`config.mk`:
```
export PLATFORM = sky130hd
export DESIGN_NAME = div_sequencer
export DESIGN_NICKNAME = d
export VERILOG_FILES = /design/src/rtl/div_sequencer.sv
export SDC_FILE = /design/constraint.sdc
export NUM_CORES = 1
export LEC_CHECK = 0
export ABC_AREA = 1
export BUFFER_PORTS_ARGS = -buffer_cell sky130_fd_sc_hd__buf_4
export CELL_PAD_IN_SITES_DETAIL_PLACEMENT = 1
export CELL_PAD_IN_SITES_GLOBAL_PLACEMENT = 1
export CORE_ASPECT_RATIO = 2
export CORE_MARGIN = 8
export CORE_UTILIZATION = 39
export DETAILED_ROUTE_END_ITERATION = 10
export PLACE_DENSITY_LB_ADDON = 0.1
export REMOVE_ABC_BUFFERS = 1
export SYNTH_ARGS = -nofsm -noshare
export SYNTH_HDL_FRONTEND = slang
export SYNTH_SLANG_ARGS = --single-unit
```
`constraint.sdc`:
```
create_clock -name clock -period 3.1 [get_ports clock]
set_input_delay 0.93 -clock clock [delete_from_list [all_inputs] [get_ports clock]]
set_output_delay 0.93 -clock clock [all_outputs]
set_load 0.1 [all_outputs]
```
`src/rtl/div_sequencer.sv`:
```
// div_sequencer
//   Multi-cycle control stage around the combinational 32-bit unsigned
//   restoring divide array. It takes operands and turns signed operands into
//   magnitudes for the array. It waits a settle window, then captures the
//   quotient and remainder, applies sign correction and writes HI/LO.
//
// Ports
//   clock          : system clock, rising edge
//   clear          : asynchronous active-low reset
//   start          : request, sampled only while busy=0
//   signed_op      : 1 = two's-complement divide, 0 = unsigned
//   dividend       : numerator, sampled with start
//   divisor        : denominator, sampled with start
//   core_q         : registered dividend magnitude to the array Q input
//   core_m         : registered divisor magnitude to the array Mi input
//   core_result    : array quotient
//   core_remainder : array remainder
//   busy           : high while waiting on / correcting the array result
//   done           : one-cycle completion pulse
//   div_by_zero    : set when a zero divisor is accepted
//   lo_out         : quotient register (LO)
//   hi_out         : remainder register (HI)
module div_sequencer #(
    parameter int WIDTH         = 32,
    parameter int SETTLE_CYCLES = 2
) (
    input  logic             clock,
    input  logic             clear,
    input  logic             start,
    input  logic             signed_op,
    input  logic [WIDTH-1:0] dividend,
    input  logic [WIDTH-1:0] divisor,
    output logic [WIDTH-1:0] core_q,
    output logic [WIDTH-1:0] core_m,
    input  logic [WIDTH-1:0] core_result,
    input  logic [WIDTH-1:0] core_remainder,
    output logic             busy,
    output logic             done,
    output logic             div_by_zero,
    output logic [WIDTH-1:0] lo_out,
    output logic [WIDTH-1:0] hi_out
);

    localparam logic [1:0] S_IDLE = 2'd0;
    localparam logic [1:0] S_WAIT = 2'd1;
    localparam logic [1:0] S_FIX  = 2'd2;
    localparam logic [1:0] S_DONE = 2'd3;

    localparam logic [3:0] CNT_INIT = 4'(SETTLE_CYCLES - 1);

    logic [1:0]       state_q, state_d;
    logic [3:0]       cnt_q, cnt_d;
    logic             q_neg_q, q_neg_d;
    logic             r_neg_q, r_neg_d;
    logic [WIDTH-1:0] core_q_q, core_q_d;
    logic [WIDTH-1:0] core_m_q, core_m_d;
    logic [WIDTH-1:0] lo_q, lo_d;
    logic [WIDTH-1:0] hi_q, hi_d;
    logic             dbz_q, dbz_d;

    always_comb begin
        state_d  = state_q;
        cnt_d    = cnt_q;
        q_neg_d  = q_neg_q;
        r_neg_d  = r_neg_q;
        core_q_d = core_q_q;
        core_m_d = core_m_q;
        lo_d     = lo_q;
        hi_d     = hi_q;
        dbz_d    = dbz_q;
        case (state_q)
            S_IDLE, S_DONE: begin
                if (start) begin
                    q_neg_d  = signed_op & (dividend[WIDTH-1] ^ divisor[WIDTH-1]);
                    r_neg_d  = signed_op & dividend[WIDTH-1];
                    // 0x80000000 negates to itself, which is its correct unsigned magnitude
                    core_q_d = (signed_op & dividend[WIDTH-1]) ? -dividend : dividend;
                    core_m_d = (signed_op & divisor[WIDTH-1])  ? -divisor  : divisor;
                    dbz_d    = 1'b0;
                    if (divisor == '0) begin
                        state_d = S_DONE;
                        dbz_d   = 1'b1;
                        lo_d    = '1;
                        hi_d    = dividend;
                    end else begin
                        state_d = S_WAIT;
                        cnt_d   = CNT_INIT;
                    end
                end else begin
                    state_d = S_IDLE;
                end
            end
            S_WAIT: begin
                if (cnt_q == '0) begin
                    state_d = S_FIX;
                end else begin
                    cnt_d = cnt_q - 4'd1;
                end
            end
            S_FIX: begin
                lo_d    = q_neg_q ? -core_result : core_result;
                hi_d    = r_neg_q ? -core_remainder : core_remainder;
                state_d = S_DONE;
            end
            default: state_d = S_IDLE;
        endcase
    end

    always_ff @(posedge clock or negedge clear) begin
        if (!clear) begin
            state_q  <= S_IDLE;
            cnt_q    <= '0;
            q_neg_q  <= 1'b0;
            r_neg_q  <= 1'b0;
            core_q_q <= '0;
            core_m_q <= '0;
            lo_q     <= '0;
            hi_q     <= '0;
            dbz_q    <= 1'b0;
        end else begin
            state_q  <= state_d;
            cnt_q    <= cnt_d;
            q_neg_q  <= q_neg_d;
            r_neg_q  <= r_neg_d;
            core_q_q <= core_q_d;
            core_m_q <= core_m_d;
            lo_q     <= lo_d;
            hi_q     <= hi_d;
            dbz_q    <= dbz_d;
        end
    end

    assign core_q      = core_q_q;
    assign core_m      = core_m_q;
    assign lo_out      = lo_q;
    assign hi_out      = hi_q;
    assign div_by_zero = dbz_q;
    assign busy        = (state_q == S_WAIT) || (state_q == S_FIX);
    assign done        = (state_q == S_DONE);

endmodule
```
==> results of run 1 <==
state kept, by name, indices dropped and copies added, names as in the netlist:
register,count
core_m,32
core_q,32
hi_out,32
lo_out,32
cnt_q,4
state_q,2
div_by_zero,1
q_neg_q,1
r_neg_q,1
worst reg2reg max path: stages, from the launching register on:
cell,delay (ps)
dfrtp_1,400
inv_1,70
ha_2,390
inv_1,110
or2_2,330
nand2_2,80
buf_4,560
o21ai_0,210
layer usage:
layer	vias up	share of wire, %	wire length, um	global-route usage [%]
li1	5073	-	-	-
met1	4962	42	15220	28.44
met2	249	49	17730	43.03
met3	49	5.3	1918	5.488
met4	0	2.9	1025	10.88
met5	-	0	0	0
area by class of cell:
| type | count | area share [%] |
|---|---|---|
| clock buffers | 17 | 3.508 |
| repair buffers | 281 | 17.74 |
| well taps | 287 | 2.962 |
| clock inverters | 15 | 1.465 |
| multi-input cells | 1118 | 42.00 |
| inverters | 131 | 4.055 |
| flip-flops and latches | 137 | 28.27 |
synth_stat cells, drive strengths merged (4+ instances only):
cell	number
nand3b	5
or2	11
clkbuf	30
a21oi	36
nor3	13
xor2	35
inv	130
buf	20
nand2	493
dfrtp	137
o31ai	4
nor2	198
o211ai	4
o21ai	103
nand4	21
ha	8
nand3	173
xnor2	6
stage by stage:
step	cells	utilization, %	instance area, um^2	hold WS, ps	TNS (ps)
6_report	1986	51.33	12130	421.8	0
5_1_grt	1986	51.33	12130	448.7	0
4_1_cts	1986	51.33	12130	422.0	0
3_5_place_dp	1954	48.78	11520	468.8	0
3_3_place_gp	1954	48.78	11520	463.0	0
2_1_floorplan	1386	-	8997	484.3	-17380
logic make-up (layout without fill, tap and decap cells):
group	Yosys count	in the layout	share of synthesized area, %
AO/OA/AOI/OAI	152	152	8.701
XOR/XNOR	41	41	3.877
adder cells (fa/ha/maj)	8	8	1.081
buffers and inverters	181	444	8.160
flip-flops	137	137	37.02
AND/OR/NAND/NOR	917	917	41.16
worst paths after layout:
path / start / to / slack, ps
hold reg to reg: hi_out[6]$_DFFE_PN0P_ / hi_out[6]$_DFFE_PN0P_ / 480
setup / recovery: state_q[0]$_DFFE_PN0P_ / busy / 470
hold / removal: clear / lo_out[19]$_DFFE_PN0P_ / 420
max in group asynchronous: clear / core_m[29]$_DFFE_PN0P_ / 2020
setup reg to reg: state_q[0]$_DFFE_PN0P_ / lo_out[16]$_DFFE_PN0P_ / 810
min in group clock: hi_out[6]$_DFFE_PN0P_ / hi_out[6]$_DFFE_PN0P_ / 480
==> summary.json, run 1 <==
{
  "setup.worst_path.class": "reg2out",
  "synth_top_area_cell": "dfrtp_1",
  "initial_antenna_violation_count": 0,
  "max_cap_viol_count": 0,
  "cp_slowest_stage_delay_ps": 420,
  "drt_iter0_drc": 563,
  "multi_input_area_um2": 5092,
  "clock_latency_ps": 450,
  "port-buffer-count": 262,
  "final_hold_viols": 0,
  "ctsRootBufferMaster": "clkbuf_16",
  "worst-path-stages": 4,
  "period_share_pct": 84.97,
  "worst_clock_skew_ps": 8.505,
  "synth-seq-area-share_pct": 37.02,
  "crit_path_time_final_ps": 2634,
  "post_synth.cell_area_avg_um2": 6.449,
  "remaining_drc_errors": 0,
  "num_vias": 10333,
  "layout.area.seq_um2": 3428,
  "final_common_cell": "nand2_1",
  "route.final.wire_length_mm": 35.89,
  "postSynth.topFlopCell": "dfrtp_1",
  "worst_setup_end_kind": "output pin",
  "first_pass_grt_wire_length_mm": 57.68,
  "critical_path.slowest_cell": "dfrtp_1",
  "layout-drive-gt1-share_pct": 20.07,
  "finalWeightedCongestion": 0.8961,
  "first_pass_iters": 5,
  "max_clock_freq_ghz": 0.3797,
  "worst-endpoint-required_ps": 2170,
  "dieWidth_um": 125.0,
  "core_area_um2": 23620,
  "finish.net_count": 1826,
  "final_cell_mix": "nand2_1 (489), buf_4 (277), nor2_1 (189), nand3_1 (173), dfrtp_1 (137)",
  "syn_to_final_growth_pct": 30.92,
  "final.fill_count": 3176,
  "maximum_number_of_buffers_from_clock_root_to_sink": 2,
  "rsz_0062_raised_after_global_routing": "false",
  "clock_transition_at_the_register_clock_pins_on_the_worst_setup_and_hold_paths_after_cts_ps": 70,
  "cts_sinks": 137,
  "synth_cell_types": 37,
  "tritoncts": "yes",
  "cp_common_cell": "inv_1",
  "worst_pin_slew_ps": 705.3,
  "io_pins": 263,
  "grt_max_degree": 62,
  "cts_htree_levels": 4,
  "grtUsageTotal_pct": 24.66,
  "start_util_pct": 39.21,
  "post_cts.repair.setup_buffers": 0,
  "kind_of_cell_adding_the_most_delay_to_the_critical_path": "buffers and inverters",
  "synthArstFlopShare_pct": 100.0,
  "critical_path_buf_inv_count": 3,
  "hpwl_mm": 27.95,
  "final_critical_path_setup_slack_ps": 466.1,
  "congestion_overflow_gr": 0,
  "type_of_the_worst_min_delay_path": "in2async",
  "post_cts.resized_instances": 0,
  "ys.warnings.count": 0,
  "postSynthCellCount": 1436,
  "pre_cts_ws_ps": 290.7,
  "timing.critical_path.arrival_ps": 1700,
  "via_count_of_the_first_global_routing_pass": 11019,
  "total_die_area_um2": 29230,
  "synth_enable_flop_cells": 0,
  "finalSetupViolCount": 0,
  "slew_violations": 0,
  "postSynthRegisterBits": 137,
  "run_status": "finished clean",
  "routedWlPerCell_um": 18.07,
  "synth_area_leaders": "dfrtp_1 (37%), nand2_1 (20%), nand3_1 (9.3%)",
  "worst-r2r-cell-count": 7,
  "crit_path_start_kind": "flip-flop",
  "syn-cell-area_um2": 9261,
  "crit_fanout": 6,
  "placement_rows": 80,
  "antenna_cells": 0,
  "slew_headroom_pct": 52.98,
  "cts_inserted_buffers": 17,
  "holdBufCountCts": 0,
  "cell_by_cell_listing_of_the_critical_path": "inv_1 > ha_2 > inv_1 > buf_4",
  "final_antenna_net_count": 0,
  "synth_top_area_share_pct": 37.02,
  "detail_route.vias_per_cell": 5.203,
  "die_y_um": 233.9
}
Power of run 1 is not shown: default switching activity piles up to over one toggle a cycle in this logic, so the estimate is an artifact.
==> run 2, diff against run 1 <==
--- a/config.mk
+++ b/config.mk
@@ -11,7 +11,7 @@
 export CELL_PAD_IN_SITES_GLOBAL_PLACEMENT = 1
 export CORE_ASPECT_RATIO = 2
 export CORE_MARGIN = 8
-export CORE_UTILIZATION = 39
+export CORE_UTILIZATION = 33
 export DETAILED_ROUTE_END_ITERATION = 10
 export PLACE_DENSITY_LB_ADDON = 0.1
 export REMOVE_ABC_BUFFERS = 1
==> constraint.sdc (replaced) <==
create_clock -name clock -period 2.1 [get_ports clock]
set_input_delay 0.63 -clock clock [delete_from_list [all_inputs] [get_ports clock]]
set_output_delay 0.63 -clock clock [all_outputs]
set_load 0.1 [all_outputs]
==> summary.json, run 2 (synthesized netlist as in run 1, its figures left out) <==
{
  "cts_htree_levels": {"value": 4, "change": "unchanged"},
  "clock_transition_at_the_register_clock_pins_on_the_worst_setup_and_hold_paths_after_cts": {"value": 60, "unit": "ps", "change": "was 70 ps"},
  "antenna_cells": {"value": 0, "change": "unchanged"},
  "routedWlPerCell": {"value": 17.51, "unit": "um", "change": "was 18.07 um"},
  "detail_route.vias_per_cell": {"value": 4.982, "change": "was 5.203"},
  "cp_common_cell": {"value": "buf_4", "change": "was inv_1"},
  "cp_slowest_stage_delay": {"value": 390, "unit": "ps", "change": "was 420 ps"},
  "worst_setup_end_kind": {"value": "output pin", "change": "unchanged"},
  "finalSetupViolCount": {"value": 0, "change": "unchanged"},
  "final_cell_mix": {"value": "nand2_1 (489), buf_4 (368), nor2_1 (189), nand3_1 (173), dfrtp_1 (136)", "change": "was nand2_1 (489), buf_4 (277), nor2_1 (189), nand3_1 (173), dfrtp_1 (137)"},
  "period_share_pct": 97.57,
  "crit_fanout": {"value": 2, "change": "was 6"},
  "clock_latency": {"value": 440, "unit": "ps", "change": "was 450 ps"},
  "first_pass_iters": {"value": 4, "change": "was 5"},
  "pre_cts_ws": {"value": -201.1, "unit": "ps", "change": "was 290.7 ps"},
  "critical_path.reg2reg.startpoint": {"value": "state_q[1]$_DFFE_PN0P_", "change": "was state_q[0]$_DFFE_PN0P_"},
  "slew_violations": {"value": 0, "change": "unchanged"},
  "critical_path.slowest_cell": {"value": "dfrtp_1", "change": "unchanged"},
  "port-buffer-count": {"value": 262, "change": "unchanged"},
  "syn_to_final_growth": {"value": 40.31, "unit": "%", "change": "was 30.92%"},
  "run_status": {"value": "finished clean", "change": "unchanged"},
  "cts_sinks": {"value": 137, "change": "unchanged"},
  "initial_antenna_violation_count": {"value": 0, "change": "unchanged"},
  "max_clock_freq_ghz": 0.4880,
  "die_y": {"value": 252.9, "unit": "um", "change": "was 233.9 um"},
  "core_area": {"value": 27870, "unit": "um^2", "change": "was 23620 um^2"},
  "remaining_drc_errors": {"value": 0, "change": "unchanged"},
  "crit_path_time_final_ps": 2049,
  "final_common_cell": {"value": "nand2_1", "change": "unchanged"},
  "dieWidth": {"value": 134.5, "unit": "um", "change": "was 125.0 um"},
  "slack_of_the_worst_reg_to_reg_path": {"value": 270, "unit": "ps", "change": "was 810 ps"},
  "crit_path_start_kind": {"value": "flip-flop", "change": "unchanged"},
  "holdBufCountCts": {"value": 0, "change": "unchanged"},
  "cts_inserted_buffers": {"value": 17, "change": "unchanged"},
  "grtUsageTotal": {"value": 22.26, "unit": "%", "change": "was 24.66%"},
  "timing.setup.tns": {"value": 0, "unit": "ps", "change": "unchanged"},
  "start_util": {"value": 33.23, "unit": "%", "change": "was 39.21%"},
  "r2r-end": {"value": "hi_out[21]$_DFFE_PN0P_", "change": "was lo_out[16]$_DFFE_PN0P_"},
  "congestion_overflow_gr": {"value": 0, "change": "unchanged"},
  "via_count_of_the_first_global_routing_pass": {"value": 11687, "change": "was 11019"},
  "final_hold_viols": {"value": 0, "change": "unchanged"},
  "max_cap_viol_count": {"value": 0, "change": "unchanged"},
  "final_critical_path_setup_slack": {"value": 50.93, "unit": "ps", "change": "was 466.1 ps"},
  "placement_rows": {"value": 87, "change": "was 80"},
  "cell_by_cell_listing_of_the_critical_path": {"value": "buf_4 > ha_1 > buf_4", "change": "was inv_1 > ha_2 > inv_1 > buf_4"},
  "type_of_the_worst_min_delay_path": {"value": "in2async", "change": "unchanged"},
  "worst-r2r-cell-count": {"value": 8, "change": "was 7"},
  "slew_headroom": {"value": 66.81, "unit": "%", "change": "was 52.98%"},
  "ctsRootBufferMaster": {"value": "clkbuf_16", "change": "unchanged"},
  "route.final.wire_length": {"value": 37.64, "unit": "mm", "change": "was 35.89 mm"},
  "tritoncts": {"value": "yes", "change": "unchanged"},
  "drt_iter0_drc": {"value": 407, "change": "was 563"},
  "io_pins": {"value": 263, "change": "unchanged"},
  "kind_of_cell_adding_the_most_delay_to_the_critical_path": {"value": "flip-flops", "change": "was buffers and inverters"},
  "num_vias": {"value": 10712, "change": "was 10333"},
  "hpwl": {"value": 30.01, "unit": "mm", "change": "was 27.95 mm"},
  "layout-drive-gt1-share": {"value": 24.19, "unit": "%", "change": "was 20.07%"},
  "worst_clock_skew": {"value": 6.082, "unit": "ps", "change": "was 8.505 ps"},
  "maximum_number_of_buffers_from_clock_root_to_sink": {"value": 2, "change": "unchanged"},
  "grt_max_degree": {"value": 62, "change": "unchanged"},
  "finish.net_count": {"value": 1921, "change": "was 1826"},
  "final_antenna_net_count": {"value": 0, "change": "unchanged"},
  "worst-path-stages": {"value": 3, "change": "was 4"},
  "critical_path_buf_inv_count": {"value": 2, "change": "was 3"},
  "worst-endpoint-required": {"value": 1470, "unit": "ps", "change": "was 2170 ps"},
  "worst_pin_slew": {"value": 497.2, "unit": "ps", "change": "was 705.3 ps"},
  "finalWeightedCongestion": {"value": 0.8803, "change": "was 0.8961"},
  "setup.worst_path.class": {"value": "reg2out", "change": "unchanged"},
  "timing.critical_path.arrival": {"value": 1420, "unit": "ps", "change": "was 1700 ps"},
  "total_die_area": {"value": 34010, "unit": "um^2", "change": "was 29230 um^2"},
  "final.fill_count": {"value": 3699, "change": "was 3176"},
  "first_pass_grt_wire_length": {"value": 60.72, "unit": "mm", "change": "was 57.68 mm"}
}
-- run 2: layout make-up --
cell class	instances	area [um^2]	share of cell area (%)
Timing Repair Buffer	376	2914	22.42
Multi-Input combinational cell	1118	5102	39.26
Tap cell	356	445.4	3.428
Clock inverter	7	113.9	0.8762
Inverter	131	494.2	3.803
Sequential cell	137	3430	26.39
Clock buffer	25	495.5	3.813
-- run 2: worst register-to-register path: cells and delay by family, from the launching register on --
kind | cells | cell delay (ps)
buf+inv | 2 | 300
simple gates | 5 | 670
flops | 1 | 430
fa+ha+maj | 1 | 310
-- run 2: worst max-delay path by stage --
stage | from | end | slack, ps
floorplan | state_q[0]$_DFFE_PN0P_ | q_neg_q$_DFFE_PN0P_ | -1490
global placement | divisor[0] | hi_out[31]$_DFFE_PN0P_ | -120
detailed placement | divisor[0] | hi_out[21]$_DFFE_PN0P_ | -200
CTS | state_q[1]$_DFFE_PN0P_ | busy | 2
global route | state_q[0]$_DFFE_PN0P_ | done | -20
finish | state_q[0]$_DFFE_PN0P_ | done | 50
-- run 2: layer usage --
metal  share of wire, %  GRT usage [%]
met2                 51          39.18
met1                 43          26.63
met5                  0              0
met3                4.8          4.728
met4                1.6          5.937
-- run 2: repair_timing --
item / in CTS / in global routing
gates resized for setup: 5 / 2
pin swaps: 0 / 1
setup endpoints to repair: 1 / 1
buffers inserted: 2 / 2
-- run 2: per-stage QoR --
stage	util [%]	area, um^2	hold WS (ps)	std cells
floorplan	-	8997	334.4	1386
global placement	44.24	12330	463.5	2114
detailed placement	44.24	12330	467.7	2114
CTS	46.57	12980	71.28	2148
global route	46.63	13000	83.55	2150
finish	46.63	13000	78.23	2150
Power of run 2 is left out for the same reason.
==> run 3, diff against run 2 <==
--- a/config.mk
+++ b/config.mk
@@ -8,10 +8,10 @@
 export ABC_AREA = 1
 export BUFFER_PORTS_ARGS = -buffer_cell sky130_fd_sc_hd__buf_4
 export CELL_PAD_IN_SITES_DETAIL_PLACEMENT = 1
-export CELL_PAD_IN_SITES_GLOBAL_PLACEMENT = 1
+export CELL_PAD_IN_SITES_GLOBAL_PLACEMENT = 2
 export CORE_ASPECT_RATIO = 2
 export CORE_MARGIN = 8
-export CORE_UTILIZATION = 33
+export CORE_UTILIZATION = 25
 export DETAILED_ROUTE_END_ITERATION = 10
 export PLACE_DENSITY_LB_ADDON = 0.1
 export REMOVE_ABC_BUFFERS = 1
==> summary.json, run 3 (synthesized netlist as in run 1, its figures left out) <==
{
  "run_status": {"value": "finished clean", "change": "unchanged"},
  "final_antenna_net_count": {"value": 0, "change": "unchanged"},
  "worst_pin_slew": {"value": 532.7, "unit": "ps", "change": "was 497.2 ps"},
  "placement_rows": {"value": 100, "change": "was 87"},
  "first_pass_grt_wire_length": {"value": 65.03, "unit": "mm", "change": "was 60.72 mm"},
  "layout-drive-gt1-share": {"value": 24.85, "unit": "%", "change": "was 24.19%"},
  "max_cap_viol_count": {"value": 0, "change": "unchanged"},
  "post_layout_nonfiller_instances": {"value": 2267, "change": "was 2150"},
  "worst-endpoint-required": {"value": 1470, "unit": "ps", "change": "about the same"},
  "finalSetupViolCount": {"value": 0, "change": "unchanged"},
  "ctsRootBufferMaster": {"value": "clkbuf_16", "change": "unchanged"},
  "dpl.cell_count": {"value": 2232, "change": "was 2114"},
  "total_die_area": {"value": 43830, "unit": "um^2", "change": "was 34010 um^2"},
  "cp_slowest_stage_delay": {"value": 430, "unit": "ps", "change": "was 390 ps"},
  "core_area": {"value": 36910, "unit": "um^2", "change": "was 27870 um^2"},
  "setup.worst_path.class": {"value": "reg2out", "change": "unchanged"},
  "slew_headroom": {"value": 64.45, "unit": "%", "change": "was 66.81%"},
  "highest_metal_layer_with_signal_wires": {"value": "met4", "change": "unchanged"},
  "slew_violations": {"value": 0, "change": "unchanged"},
  "drt_iter0_drc": {"value": 374, "change": "was 407"},
  "finish.net_count": {"value": 1934, "change": "was 1921"},
  "crit_path_start_kind": {"value": "flip-flop", "change": "unchanged"},
  "final_common_cell": {"value": "nand2_1", "change": "unchanged"},
  "io_pins": {"value": 263, "change": "unchanged"},
  "port-buffer-count": {"value": 262, "change": "unchanged"},
  "worst-r2r-cell-count": {"value": 8, "change": "unchanged"},
  "route.met3.wl": {"value": 1.994, "unit": "mm", "change": "was 1.799 mm"},
  "grt_max_degree": {"value": 62, "change": "unchanged"},
  "met2_routed_length": {"value": 20.13, "unit": "mm", "change": "was 19.02 mm"},
  "die_y": {"value": 288.2, "unit": "um", "change": "was 252.9 um"},
  "clock_transition_at_the_register_clock_pins_on_the_worst_setup_and_hold_paths_after_cts": {"value": 70, "unit": "ps", "change": "was 60 ps"},
  "cts_inserted_buffers": {"value": 17, "change": "unchanged"},
  "tritoncts": {"value": "yes", "change": "unchanged"},
  "remaining_drc_errors": {"value": 0, "change": "unchanged"},
  "maximum_number_of_buffers_from_clock_root_to_sink": {"value": 2, "change": "unchanged"},
  "max_clock_freq": {"value": 0.4913, "unit": "GHz", "change": "was 0.4880 GHz"},
  "cts_htree_levels": {"value": 4, "change": "unchanged"},
  "met1_length": {"value": 17.67, "unit": "mm", "change": "was 16.23 mm"},
  "final_hold_viols": {"value": 0, "change": "unchanged"},
  "initial_antenna_violation_count": {"value": 0, "change": "unchanged"},
  "clock_latency": {"value": 450, "unit": "ps", "change": "was 440 ps"},
  "pre_cts_ws": {"value": -292.7, "unit": "ps", "change": "was -201.1 ps"},
  "cts_sinks": {"value": 137, "change": "unchanged"},
  "congestion_overflow_gr": {"value": 0, "change": "unchanged"},
  "cell_by_cell_listing_of_the_critical_path": {"value": "ha_1 > buf_4", "change": "was buf_4 > ha_1 > buf_4"},
  "dieWidth": {"value": 152.1, "unit": "um", "change": "was 134.5 um"},
  "crit_path_time_final": {"value": 2035, "unit": "ps", "change": "was 2049 ps"},
  "grtUsageTotal": {"value": 18.69, "unit": "%", "change": "was 22.26%"},
  "final_cell_mix": {"value": "nand2_1 (489), buf_4 (379), nor2_1 (188), nand3_1 (173), dfrtp_1 (137)", "change": "was nand2_1 (489), buf_4 (368), nor2_1 (189), nand3_1 (173), dfrtp_1 (136)"},
  "final_critical_path_setup_slack": {"value": 64.69, "unit": "ps", "change": "was 50.93 ps"},
  "num_vias": {"value": 10680, "change": "was 10712"},
  "worst_clock_skew": {"value": 12.26, "unit": "ps", "change": "was 6.082 ps"},
  "via_count_of_the_first_global_routing_pass": {"value": 11862, "change": "was 11687"},
  "detail_route.vias_per_cell": {"value": 4.711, "change": "was 4.982"},
  "route.final.wire_length": {"value": 40.63, "unit": "mm", "change": "was 37.64 mm"},
  "final_core_utilization": {"value": 36.07, "unit": "%", "change": "was 46.63%"},
  "hpwl": {"value": 32.39, "unit": "mm", "change": "was 30.01 mm"},
  "rsz_0062_raised_after_global_routing": "false",
  "crit_fanout": {"value": 3, "change": "was 2"},
  "finalWeightedCongestion": {"value": 0.8522, "change": "was 0.8803"},
  "type_of_the_worst_min_delay_path": {"value": "in2async", "change": "unchanged"},
  "period_share": {"value": 96.92, "unit": "%", "change": "was 97.57%"},
  "timing.setup.tns": {"value": 0, "unit": "ps", "change": "unchanged"},
  "critical_path.slowest_cell": {"value": "dfrtp_1", "change": "unchanged"},
  "syn_to_final_growth": {"value": 43.77, "unit": "%", "change": "was 40.31%"},
  "routedWlPerCell": {"value": 17.92, "unit": "um", "change": "was 17.51 um"},
  "start_util": {"value": 25.09, "unit": "%", "change": "was 33.23%"},
  "worst_setup_end_kind": {"value": "output pin", "change": "unchanged"},
  "first_pass_iters": {"value": 4, "change": "unchanged"},
  "timing.critical_path.arrival": {"value": 1410, "unit": "ps", "change": "was 1420 ps"}
}
-- run 3: per-layer routing --
layer | up-vias | GRT usage [%]
met5 | - | 0
met4 | 0 | 5.902
met3 | 43 | 3.911
met2 | 256 | 33.21
met1 | 5088 | 22.12
li1 | 5293 | -
-- run 3: cell type report --
cell class	count	area, um^2
clock buffer	21	450.4
timing repair buffer	389	3037
sequential	137	3428
multi-input combinational	1118	5110
antenna	1	2.502
inverter	131	494.2
tap	459	574.3
fill	4716	23600
clock inverter	11	219.0
-- run 3: metrics by stage --
stage / area [um^2] / hold WS [ps]
after floorplan: 8997 / 334.4
after global placement: 12600 / 464.0
after detailed placement: 12600 / 469.4
after CTS: 13300 / 71.81
after global routing: 13310 / 92.91
final: 13320 / 77.69
-- run 3: worst paths after layout --
check | slack, ps | to | startpoint
setup / recovery | 60 | done | state_q[1]$_DFFE_PN0P_
hold / removal | 80 | lo_out[23]$_DFFE_PN0P_ | clear
hold reg to reg | 480 | core_m[24]$_DFFE_PN0P_ | core_m[24]$_DFFE_PN0P_
min in group clock | 470 | lo_out[20]$_DFFE_PN0P_ | core_result[20]
max in group asynchronous | 1360 | hi_out[13]$_DFFE_PN0P_ | clear
setup reg to reg | 290 | core_q[19]$_DFFE_PN0P_ | state_q[0]$_DFFE_PN0P_
-- run 3: what timing repair did --
item,CTS,global route
hold buffers,0,0
resized for setup,6,3
cloned,0,0
setup buffers,2,0
pin swaps,1,0
setup endpoints to repair,1,13
-- run 3: worst max-delay path, delay by kind of cell, from the launching register on --
family     cells  cell delay, ps
fa+ha+maj      1             230
flops          1             430
buf+inv        1             310
Power of run 3 is left out for the same reason.
